[src/rtl/alu_pkg.sv]
// ALU stage shared definitions: opcodes, FSM encoding, flag bit
// positions and the opcode writing/illegal classifier. Build macro: ALU_SHIFT_EN.
package alu_pkg;

    localparam logic [2:0] OP_ADD  = 3'b000;
    localparam logic [2:0] OP_SUB  = 3'b001;
    localparam logic [2:0] OP_CMP  = 3'b010;
    localparam logic [2:0] OP_SHL  = 3'b011;
    localparam logic [2:0] OP_SHR  = 3'b100;
    localparam logic [2:0] OP_PASS = 3'b101;

    localparam logic [1:0] ST_IDLE = 2'd0;
    localparam logic [1:0] ST_EXEC = 2'd1;
    localparam logic [1:0] ST_WB   = 2'd2;

    localparam int FLAG_C = 3;
    localparam int FLAG_O = 2;
    localparam int FLAG_Z = 1;
    localparam int FLAG_N = 0;

    // Returns {writes_regfile, illegal}.
    function automatic logic [1:0] op_class(input logic [2:0] op);
        logic [1:0] cls;
        cls = 2'b01;
        case (op)
            OP_ADD, OP_SUB, OP_PASS: cls = 2'b10;
            OP_CMP:                  cls = 2'b00;
`ifdef ALU_SHIFT_EN
            OP_SHL, OP_SHR:          cls = 2'b10;
`endif
            default:                 cls = 2'b01;
        endcase
        return cls;
    endfunction

endpackage

[src/rtl/alu_core.sv]
// Combinational ALU datapath: (op, a, b) -> (r, C, O, Z, N).
// Ports: i_op, i_a, i_b in; o_r, o_c, o_o, o_z, o_n out. Macro: ALU_SHIFT_EN.
module alu_core
    import alu_pkg::*;
#(
    parameter int WIDTH = 8
) (
    input  logic [2:0]       i_op,
    input  logic [WIDTH-1:0] i_a,
    input  logic [WIDTH-1:0] i_b,
    output logic [WIDTH-1:0] o_r,
    output logic             o_c,
    output logic             o_o,
    output logic             o_z,
    output logic             o_n
);

    localparam int M = WIDTH - 1;

    logic [WIDTH:0] w_sum;
    logic [WIDTH:0] w_dif;

    assign w_sum = {1'b0, i_a} + {1'b0, i_b};
    // a + ~b + 1: carry out is the inverted borrow
    assign w_dif = {1'b0, i_a} + {1'b0, ~i_b} + {{WIDTH{1'b0}}, 1'b1};

    always_comb begin
        o_r = '0;
        o_c = 1'b0;
        o_o = 1'b0;
        case (i_op)
            OP_ADD: begin
                o_r = w_sum[M:0];
                o_c = w_sum[WIDTH];
                o_o = (i_a[M] == i_b[M]) && (w_sum[M] != i_a[M]);
            end
            OP_SUB, OP_CMP: begin
                o_r = w_dif[M:0];
                o_c = w_dif[WIDTH];
                o_o = (i_a[M] != i_b[M]) && (w_dif[M] != i_a[M]);
            end
`ifdef ALU_SHIFT_EN
            OP_SHL: begin
                o_r = {i_a[M-1:0], 1'b0};
                o_c = i_a[M];
                o_o = i_a[M] ^ i_a[M-1];
            end
            OP_SHR: begin
                o_r = {1'b0, i_a[M:1]};
                o_c = i_a[0];
            end
`endif
            OP_PASS: begin
                o_r = i_b;
            end
            default: begin
                o_r = '0;
            end
        endcase
        o_z = (o_r == '0);
        o_n = o_r[M];
    end

endmodule

[src/rtl/alu_flag_stage.sv]
// Multicycle ALU stage: IDLE/EXEC/WB FSM, operand latches, result and
// {C,O,Z,N} flag registers, register-file write-back decode. Macro: ALU_SHIFT_EN.
// Ports: clock, reset(async low), run, start, op, op_a, op_b, dest in;
// busy, done, wr_en, wr_sel, result, flags, illegal out.
module alu_flag_stage
    import alu_pkg::*;
#(
    parameter int WIDTH = 8
) (
    input  logic             clock,
    input  logic             reset,
    input  logic             run,
    input  logic             start,
    input  logic [2:0]       op,
    input  logic [WIDTH-1:0] op_a,
    input  logic [WIDTH-1:0] op_b,
    input  logic [1:0]       dest,
    output logic             busy,
    output logic             done,
    output logic             wr_en,
    output logic [1:0]       wr_sel,
    output logic [WIDTH-1:0] result,
    output logic [3:0]       flags,
    output logic             illegal
);

    logic [1:0]       r_state;
    logic [2:0]       r_op;
    logic [WIDTH-1:0] r_a;
    logic [WIDTH-1:0] r_b;
    logic [1:0]       r_dest;
    logic             r_wr;
    logic             r_ill;
    logic [WIDTH-1:0] r_result;
    logic [3:0]       r_flags;
    logic [3:0]       r_pflags;

    logic [WIDTH-1:0] w_r;
    logic             w_c;
    logic             w_o;
    logic             w_z;
    logic             w_n;
    logic [3:0]       w_flags;
    logic [1:0]       w_cls;
    logic             w_wb;

    alu_core #(
        .WIDTH (WIDTH)
    ) u_core (
        .i_op (r_op),
        .i_a  (r_a),
        .i_b  (r_b),
        .o_r  (w_r),
        .o_c  (w_c),
        .o_o  (w_o),
        .o_z  (w_z),
        .o_n  (w_n)
    );

    always_comb begin
        w_flags         = '0;
        w_flags[FLAG_C] = w_c;
        w_flags[FLAG_O] = w_o;
        w_flags[FLAG_Z] = w_z;
        w_flags[FLAG_N] = w_n;
    end

    // Classify at latch time so write-back decode uses only registers
    assign w_cls = op_class(op);

    always_ff @(posedge clock or negedge reset) begin
        if (!reset) begin
            r_state  <= ST_IDLE;
            r_op     <= '0;
            r_a      <= '0;
            r_b      <= '0;
            r_dest   <= '0;
            r_wr     <= 1'b0;
            r_ill    <= 1'b0;
            r_result <= '0;
            r_flags  <= '0;
            r_pflags <= '0;
        end else if (run) begin
            case (r_state)
                ST_IDLE: begin
                    if (start) begin
                        r_op    <= op;
                        r_a     <= op_a;
                        r_b     <= op_b;
                        r_dest  <= dest;
                        r_wr    <= w_cls[1];
                        r_ill   <= w_cls[0];
                        r_state <= ST_EXEC;
                    end
                end
                ST_EXEC: begin
                    // CMP and illegal ops leave the write data untouched
                    if (r_wr) begin
                        r_result <= w_r;
                    end
                    r_pflags <= w_flags;
                    r_state  <= ST_WB;
                end
                ST_WB: begin
                    if (!r_ill) begin
                        r_flags <= r_pflags;
                    end
                    r_state <= ST_IDLE;
                end
                default: begin
                    r_state <= ST_IDLE;
                end
            endcase
        end
    end

    assign w_wb    = (r_state == ST_WB);
    assign busy    = (r_state == ST_EXEC) || w_wb;
    assign done    = w_wb & run;
    assign wr_en   = w_wb & r_wr & run;
    assign illegal = w_wb & r_ill & run;
    assign wr_sel  = r_dest;
    assign result  = r_result;
    assign flags   = r_flags;

endmodule
[config.mk]
export PLATFORM = sky130hd
export DESIGN_NAME = alu_flag_stage
export DESIGN_NICKNAME = d
export VERILOG_FILES = /design/src/rtl/alu_pkg.sv /design/src/rtl/alu_core.sv /design/src/rtl/alu_flag_stage.sv
export SDC_FILE = /design/constraint.sdc
export NUM_CORES = 1
export LEC_CHECK = 0
export CORE_ASPECT_RATIO = 0.6
export CORE_UTILIZATION = 54
export CTS_CLUSTER_SIZE = 16
export DETAILED_ROUTE_END_ITERATION = 8
export PLACE_DENSITY = 0.81
export RECOVER_POWER = 100
export SLEW_MARGIN = 20
export SYNTH_ARGS = -nofsm -noshare
export SYNTH_HDL_FRONTEND = slang
export SYNTH_SLANG_ARGS = --single-unit
[constraint.sdc]
create_clock -name clock -period 3.2 [get_ports clock]
set_input_delay 0.64 -clock clock [delete_from_list [all_inputs] [get_ports clock]]
set_output_delay 0.64 -clock clock [all_outputs]
set_load 0.05 [all_outputs]
==> results of run 1 <==
==> layer usage <==
metal,track usage,vias to the layer above,share of wire
met5,0,-,0
met4,0.06027,0,0.0064
met3,0.06557,5,0.070
met2,0.3412,66,0.42
met1,0.3656,974,0.50
li1,-,972,-
==> logic make-up (layout without fill, tap and decap cells) <==
group,after synthesis,in the layout,share of synthesized area
AOI/OAI and AO/OA,65,65,0.1787
buffers and inverters,28,68,0.05016
adders and majority gates,22,22,0.1108
muxes,29,29,0.1247
DFF,41,41,0.3918
and+or+nand+nor,58,58,0.1237
xor gates and xnor gates,6,6,0.02007
==> worst max-delay path, cell delays in order <==
cell           delay [ns]
dlygate4sd3_1        0.66
and2_0               0.18
dlygate4sd3_1        0.87
==> flip-flops by register name (all words and copies together), names as in the netlist <==
| name | flops |
|---|---|
| r_a | 8 |
| r_b | 8 |
| result | 8 |
| flags | 4 |
| r_pflags | 4 |
| r_op | 3 |
| r_state | 2 |
| wr_sel | 2 |
| r_ill | 1 |
| r_wr | 1 |
==> final cells by class <==
class / instances / area, µm²
clock buffer: 7 / 86.33
clock inverter: 1 / 30.03
fill: 396 / 1473
inverter: 17 / 63.81
multi-input combinational: 180 / 1436
sequential: 41 / 1026
tap: 63 / 78.83
timing repair buffer: 43 / 417.9
==> cells in the final DEF, fill, tap and decap left out, types with 3 or more instances in the layout <==
master / Yosys / layout
clkbuf_8: 0 / 6
nand2_1: 15 / 15
nand3_1: 3 / 3
o221ai_1: 3 / 3
dfrtp_1: 41 / 41
nand2b_1: 6 / 6
a31oi_1: 3 / 3
o31ai_1: 4 / 4
a21oi_1: 12 / 12
and3_1: 3 / 3
o21ai_0: 12 / 13
dlygate4sd3_1: 0 / 17
clkdlybuf4s50_1: 0 / 24
o21bai_1: 3 / 3
clkbuf_1: 4 / 3
nor2b_1: 4 / 4
inv_1: 17 / 17
and2_0: 1 / 3
mux2_2: 29 / 29
nor2_1: 13 / 13
ha_1: 20 / 20
xor2_1: 4 / 4
a221oi_1: 3 / 3
==> synthesized netlist by cell type (all sizes together) (4+ instances only) <==
| cell | count |
|---|---|
| dfrtp | 41 |
| ha | 20 |
| a211oi | 4 |
| nor2 | 13 |
| o31ai | 4 |
| a21oi | 12 |
| mux2 | 29 |
| o21ai | 15 |
| nor2b | 5 |
| nand2 | 15 |
| buf | 6 |
| nand2b | 6 |
| clkbuf | 5 |
| inv | 17 |
| xor2 | 4 |
==> stage by stage <==
stage / utilization / cell area [µm²] / setup WS [ns] / cells / hold slack, ns
6_report: 0.6807 / 3139 / 0.2039 / 352 / 0.4833
5_1_grt: 0.6807 / 3139 / 0.1360 / 352 / 0.5218
4_1_cts: 0.6872 / 3169 / 0.3227 / 352 / 0.4961
3_5_place_dp: 0.6620 / 3053 / 0.3228 / 344 / 0.4797
3_3_place_gp: 0.6620 / 3053 / 0.3949 / 344 / 0.4611
2_1_floorplan: - / 2619 / 0.9185 / 249 / 0.3444
==> final timing paths <==
kind / depth (start not counted) / endpoint / slack, ns
max: 3 / done / 0.20
max in group asynchronous: 1 / wr_sel[1] / 0.94
min: 2 / result[4] / 0.48
min in group asynchronous: 1 / result[3] / 0.99
max reg2reg: 9 / r_pflags[1] / 0.39
min reg2reg: 2 / result[4] / 0.48
==> reports/qor.csv, run 1 <==
stage;metric;value;unit
global_route;grt_pass1_vias;1948;
yosys;yosys_warnings;0;
clock_network;cts_tree;done;
route;drc_errors;0;
route;num_vias;2017;
yosys;synth_edf_count;0;
job;cap_violations;1;
yosys;synth_cells;249;
yosys;synth_cell_types;56;
finish;area_growth;19.88;%
timing;finClkSkew;0.007420;ns
worst_setup_path;critPathMaxFanout;8;
yosys;async_flop_share;1.000;
route;routedWlPerCell;15.52;µm
worst_setup_path;start_kind;primary input;
timing;slew_headroom;-0.4814;
global_route;grtUsageTotal;0.2415;
global_route;grt-ovfl-total;0;
die;row_count;19;
route;drt_wl_total;5462;µm
placed_design;place_hpwl;4168;µm
route;ant_nets;0;
status;status;finished, violations left;
hold_path;hold_start;result[4];
timing;period_share;0.9363;
clock_network;worstSkewPairLatency;0.30;ns
route;first_pass_iters;4;
placed_design;gp_congestion;0.8985;
die;die_area;5141;µm²
timing;setup_viol;0;
yosys;yosys_most_used_dff;dfrtp_1;
clock_network;cts_max_level;2;
clock_network;post_cts_buffers;0;
worst_setup_path;reg2reg_from;r_b[0];
die;die_w;91.91;µm
die;coreArea;4612;µm²
yosys;synth_top_area_frac;0.3918;
clock_network;post_cts_resized;0;
die;die_h;55.94;µm
clock_network;clockBufferDepth;2;
timing;hold_violations;0;
worst_setup_path;setup.worst_path.class;primary input to primary output;
clock_network;cts_buffers;5;
placed_design;portBuffers;42;
route;drt_iter0_markers;162;
clock_network;cts_sinks;41;
timing;rsz0062_at_grt;no;
clock_network;clk_pin_slew;0.08;ns
timing;min_period;2.996;ns
timing;worstMarginPinSlew;2.222;ns
clock_network;hold_buffers;0;
die;ios;43;
yosys;synth_top_area_cell;dfrtp_1;
global_route;antenna_found_initial;0;
global_route;grt_pass1_wl;9549;µm
timing;final.setup.tns;0;ns
clock_network;clock-root-buffer;clkbuf_8;
yosys;syn_area;2619;µm²
worst_setup_path;end_kind;primary output;
worst_setup_path;required;2.56;ns
timing;slew_viol_final;42;
worst_setup_path;arrival;2.36;ns
yosys;syn_avg_cell_area;10.52;µm²
yosys;synth_area_leaders;dfrtp_1 39%, mux2_2 12%, ha_1 9.6%, inv_1 2.4%, a21oi_1 2.3%;
timing;fmax;333.8;MHz
worst_setup_path;startpoint;run;
die;start_util;0.5678;
finish;nets;335;
finish;drive_gt1_frac;0.1557;
global_route;grt_max_degree;42;
yosys;ys_ff_latch;41;
yosys;seq_area_frac_synth;0.3918;
route;viasPerCell;5.730;
yosys;syn_nets;296;
hold_path;hold_path.class;register to register;
finish;antenna_cells;0;
status;violations;capacitance limit, slew limit;
Power of run 1 is not shown: default switching activity piles up to over one toggle a cycle in this logic, so the estimate is an artifact.
==> run 2: changes to the inputs <==
--- a/config.mk
+++ b/config.mk
@@ -6,12 +6,12 @@
 export NUM_CORES = 1
 export LEC_CHECK = 0
 export CORE_ASPECT_RATIO = 0.6
-export CORE_UTILIZATION = 54
+export CORE_UTILIZATION = 55
 export CTS_CLUSTER_SIZE = 16
 export DETAILED_ROUTE_END_ITERATION = 8
 export PLACE_DENSITY = 0.81
 export RECOVER_POWER = 100
-export SLEW_MARGIN = 20
+export SLEW_MARGIN = 5
 export SYNTH_ARGS = -nofsm -noshare
 export SYNTH_HDL_FRONTEND = slang
 export SYNTH_SLANG_ARGS = --single-unit
==> constraint.sdc (replaced) <==
create_clock -name clock -period 3.9 [get_ports clock]
set_input_delay 0.78 -clock clock [delete_from_list [all_inputs] [get_ports clock]]
set_output_delay 0.78 -clock clock [all_outputs]
set_load 0.05 [all_outputs]
==> reports/qor.csv, run 2 (synthesis gave the netlist of run 1 again) <==
stage;metric;value;unit
status;status;finished, violations left;
status;violations;capacitance limit, slew limit;
route;routedWlPerCell;15.34;µm
finish;final_cell_mix;41 x dfrtp_1, 28 x mux2_2, 22 x clkdlybuf4s50_1;
finish;area_growth;18.97;%
clock_network;cts_tree;done;
clock_network;cts_buffers;5;
placed_design;place_hpwl;4146;µm
timing;finClkSkew;0.004729;ns
route;met2_length;2266;µm
route;drt_iter0_markers;139;
clock_network;clockBufferDepth;2;
placed_design;portBuffers;42;
timing;whs;0.4734;ns
worst_setup_path;cp.depth;3;
finish;regArea;1026;µm²
hold_path;holdPathStages;2;
die;start_util;0.5737;
timing;setup_viol;0;
die;row_count;19;
clock_network;worstSkewPairLatency;0.30;ns
worst_setup_path;slowest_stage;dlygate4sd3_1;
route;wl_met1;2811;µm
die;die_area;5050;µm²
route;ant_nets;0;
route;drc_errors;0;
route;num_vias;2012;
finish;num-fill-cells;379;
global_route;grtUsageTotal;0.2367;
timing;min_period;3.257;ns
worst_setup_path;end_kind;primary output;
clock_network;clk_pin_slew;0.08;ns
clock_network;cts_max_level;2;
die;ios;43;
timing;worstMarginPinSlew;2.151;ns
worst_setup_path;crit_top_cell;dlygate4sd3_1;
clock_network;post_cts_resized;0;
worst_setup_path;r2r_cells;9;
timing;slew_headroom;-0.4343;
worst_setup_path;start_kind;primary input;
timing;rsz0062_at_grt;no;
placed_design;gp_congestion;0.8823;
global_route;grt_pass1_vias;1824;
worst_setup_path;setup.worst_path.class;primary input to primary output;
global_route;antenna_found_initial;0;
timing;final.setup.tns;0;ns
route;drt_wl_total;5398;µm
job;cap_violations;1;
worst_setup_path;cpPeakStageDelay;0.87;ns
clock_network;cts_sinks;41;
worst_setup_path;required;3.12;ns
route;top_layer;met4;
die;die_w;91.08;µm
route;viasPerCell;5.716;
worst_setup_path;critPathTopFamily;buffers and inverters;
finish;drive_gt1_frac;0.1557;
worst_setup_path;crit_chain;dlygate4sd3_1 > and3_1 > dlygate4sd3_1;
route;route.met3.wl;294;µm
finish;final_common_cell;dfrtp_1;
hold_path;hold_path.class;register to register;
timing;slew_viol_final;42;
clock_network;clock-root-buffer;clkbuf_8;
timing;hold_violations;0;
clock_network;post_cts_buffers;0;
route;first_pass_iters;4;
timing;fmax;307.0;MHz
worst_setup_path;path_buf_inv;2;
global_route;grt_max_degree;42;
timing;period_share;0.8351;
global_route;grt-ovfl-total;0;
clock_network;hold_buffers;0;
worst_setup_path;arrival;2.48;ns
global_route;grt_pass1_wl;9128;µm
worst_setup_path;critPathMaxFanout;8;
die;coreArea;4564;µm²
finish;multiInputGateArea;1443;µm²
finish;antenna_cells;0;
die;die_h;55.45;µm
finish;nets;335;
## run 2: cell types whose count changed in the layout (fill, tap and decap cells not counted), sizes merged
cell,previous run,this run
dlygate4sd3,17,19
bufinv,1,0
clkinvlp,0,1
clkdlybuf4s50,24,22
clkinv,0,2
clkbuf,9,7
## run 2: routing by layer
| layer | up-vias | GRT usage |
|---|---|---|
| met4 | 0 | 0.04762 |
| li1 | 969 | - |
| met5 | - | 0 |
| met3 | 6 | 0.04270 |
| met2 | 60 | 0.3355 |
| met1 | 977 | 0.3773 |
## run 2: metrics by stage
stage | util | worst slack [ns] | std cells | cell area [µm²]
2_1_floorplan | - | 1.619 | 249 | 2619
3_3_place_gp | 0.6689 | 0.8136 | 344 | 3053
3_5_place_dp | 0.6689 | 0.7824 | 344 | 3053
4_1_cts | 0.6878 | 0.7809 | 352 | 3139
5_1_grt | 0.6826 | 0.5825 | 352 | 3115
6_report | 0.6826 | 0.6431 | 352 | 3115
## run 2: path summary, 6_finish.rpt
path / end / slack, ns / start
max reg2reg: r_pflags[1] / 1.07 / r_b[0]
min in group asynchronous: r_a[4] / 1.11 / reset
max: wr_en / 0.64 / run
min reg2reg: result[0] / 0.47 / result[0]
max in group asynchronous: r_op[2] / 1.57 / reset
min: result[0] / 0.47 / result[0]
## run 2: area by class of cell
type | instances | share of cell area
Multi-Input combinational cell | 180 | 0.4631
Sequential cell | 41 | 0.3293
Timing Repair Buffer | 43 | 0.1341
Tap cell | 63 | 0.02530
Clock buffer | 5 | 0.02209
Inverter | 17 | 0.02048
Clock inverter | 3 | 0.005622
## run 2: worst register-to-register path: cells and delay by family (launching register included)
family	cells	cell delay [ns]
adders and majority gates	2	0.60
buffers and inverters	1	0.05
AOI/OAI and AO/OA	5	1.45
and+or+nand+nor	1	0.20
DFF	1	0.42
Power of run 2 is left out for the same reason.
==> run 3: changes to the inputs <==
--- a/config.mk
+++ b/config.mk
@@ -6,10 +6,10 @@
 export NUM_CORES = 1
 export LEC_CHECK = 0
 export CORE_ASPECT_RATIO = 0.6
-export CORE_UTILIZATION = 55
+export CORE_UTILIZATION = 48
 export CTS_CLUSTER_SIZE = 16
 export DETAILED_ROUTE_END_ITERATION = 8
-export PLACE_DENSITY = 0.81
+export PLACE_DENSITY = 0.75
 export RECOVER_POWER = 100
 export SLEW_MARGIN = 5
 export SYNTH_ARGS = -nofsm -noshare
==> constraint.sdc (replaced) <==
create_clock -name clock -period 2.9 [get_ports clock]
set_input_delay 0.58 -clock clock [delete_from_list [all_inputs] [get_ports clock]]
set_output_delay 0.58 -clock clock [all_outputs]
set_load 0.05 [all_outputs]
==> reports/qor.csv, run 3 (synthesis gave the netlist of run 1 again) <==
stage;metric;value;unit
finish;regArea;1026;µm²
worst_setup_path;arrival;2.76;ns
worst_setup_path;start_kind;primary input;
die;coreArea;5155;µm²
route;ant_nets;0;
clock_network;cts_tree;done;
clock_network;clk_pin_slew;0.08;ns
global_route;antenna_found_initial;0;
finish;final_cell_mix;41 x dfrtp_1, 29 x mux2_2, 22 x clkdlybuf4s50_1;
timing;rsz0062_at_grt;no;
timing;setup_viol;0;
finish;num-fill-cells;457;
route;viasPerCell;5.561;
worst_setup_path;critPathTopFamily;buffers and inverters;
timing;slew_viol_final;42;
worst_setup_path;cpPeakStageDelay;0.99;ns
clock_network;post_cts_resized;0;
route;num_vias;1974;
global_route;grt-ovfl-total;0;
worst_setup_path;setup.worst_path.class;primary input to register;
worst_setup_path;required;3.08;ns
global_route;grt_max_degree;42;
die;ios;43;
hold_path;hold_path.class;register to register;
clock_network;cts_sinks;41;
clock_network;cts_buffers;5;
job;cap_violations;1;
finish;drive_gt1_frac;0.1626;
timing;fmax;387.3;MHz
route;first_pass_iters;4;
status;violations;capacitance limit, slew limit;
finish;area_growth;19.68;%
timing;setup_slack;0.3177;ns
timing;period_share;0.8905;
route;drc_errors;0;
worst_setup_path;path_buf_inv;2;
global_route;grt_pass1_wl;9004;µm
die;die_area;5765;µm²
placed_design;portBuffers;42;
clock_network;hold_buffers;0;
die;die_h;59.22;µm
finish;final_common_cell;dfrtp_1;
route;drt_iter0_markers;114;
clock_network;cts_max_level;2;
worst_setup_path;end_kind;register;
worst_setup_path;crit_chain;dlygate4sd3_1 > nand3_1 > clkbuf_1 > mux2_2;
global_route;grt_pass1_vias;1879;
route;routedWlPerCell;15.49;µm
finish;post-route-util;0.6080;
die;start_util;0.5080;
timing;min_period;2.582;ns
timing;slew_headroom;-0.4300;
timing;finClkSkew;0.003296;ns
timing;final.setup.tns;0;ns
finish;multiInputGateArea;1443;µm²
timing;worstMarginPinSlew;2.145;ns
clock_network;clockBufferDepth;2;
placed_design;dp_slack;0.4036;ns
worst_setup_path;slowest_stage;clkbuf_1;
status;status;finished, violations left;
die;die_w;97.36;µm
clock_network;clock-root-buffer;clkbuf_8;
clock_network;worstSkewPairLatency;0.29;ns
clock_network;post_cts_buffers;0;
global_route;grtUsageTotal;0.2022;
route;drt_wl_total;5500;µm
placed_design;gp_congestion;0.8821;
finish;nets;335;
timing;hold_violations;0;
die;row_count;20;
finish;antenna_cells;0;
placed_design;place_hpwl;4269;µm
worst_setup_path;critPathMaxFanout;25;
==> run 3: cell count changes in the layout (fill, tap and decap cells not counted), sizes merged <==
cell,change
dlygate4sd3,-3
clkbuf,+4
bufinv,+1
clkinv,-2
==> run 3: final cells by class <==
class,instances,area share
Timing Repair Buffer,43,0.1273
Clock buffer,6,0.02635
Clock inverter,2,0.01198
Inverter,17,0.02036
Tap cell,66,0.02635
Sequential cell,41,0.3273
Multi-Input combinational cell,180,0.4603
==> run 3: metal layers <==
| layer | vias up | routed length [µm] | GRT usage |
|---|---|---|---|
| li1 | 969 | - | - |
| met1 | 939 | 2992 | 0.3035 |
| met2 | 64 | 2183 | 0.3038 |
| met3 | 2 | 312 | 0.04481 |
| met4 | 0 | 11 | 0.03782 |
| met5 | - | 0 | 0 |
==> run 3: worst min-delay path, cell delays in order (launching register included) <==
cell and delay [ns]:
dfrtp_1 0.34, nand2_1 0.05, o21ai_0 0.06
==> run 3: metrics by stage <==
| step | std cells | cell area [µm²] | hold slack (ns) |
|---|---|---|---|
| floorplan | 249 | 2619 | 0.2844 |
| finish | 355 | 3134 | 0.4789 |
| CTS | 355 | 3169 | 0.4432 |
| detailed placement | 347 | 3049 | 0.4737 |
| global placement | 347 | 3049 | 0.4607 |
| global route | 355 | 3134 | 0.5130 |
==> run 3: worst paths after layout <==
check	from	cells after the start	slack, ns	to
max in group asynchronous	reset	1	0.77	r_b[6]
min	result[4]	2	0.48	result[4]
min in group asynchronous	reset	1	0.90	result[2]
min reg2reg	result[4]	2	0.48	result[4]
max	run	4	0.32	r_b[1]
max reg2reg	r_a[0]	9	0.35	r_pflags[1]
Power of run 3 is left out for the same reason.
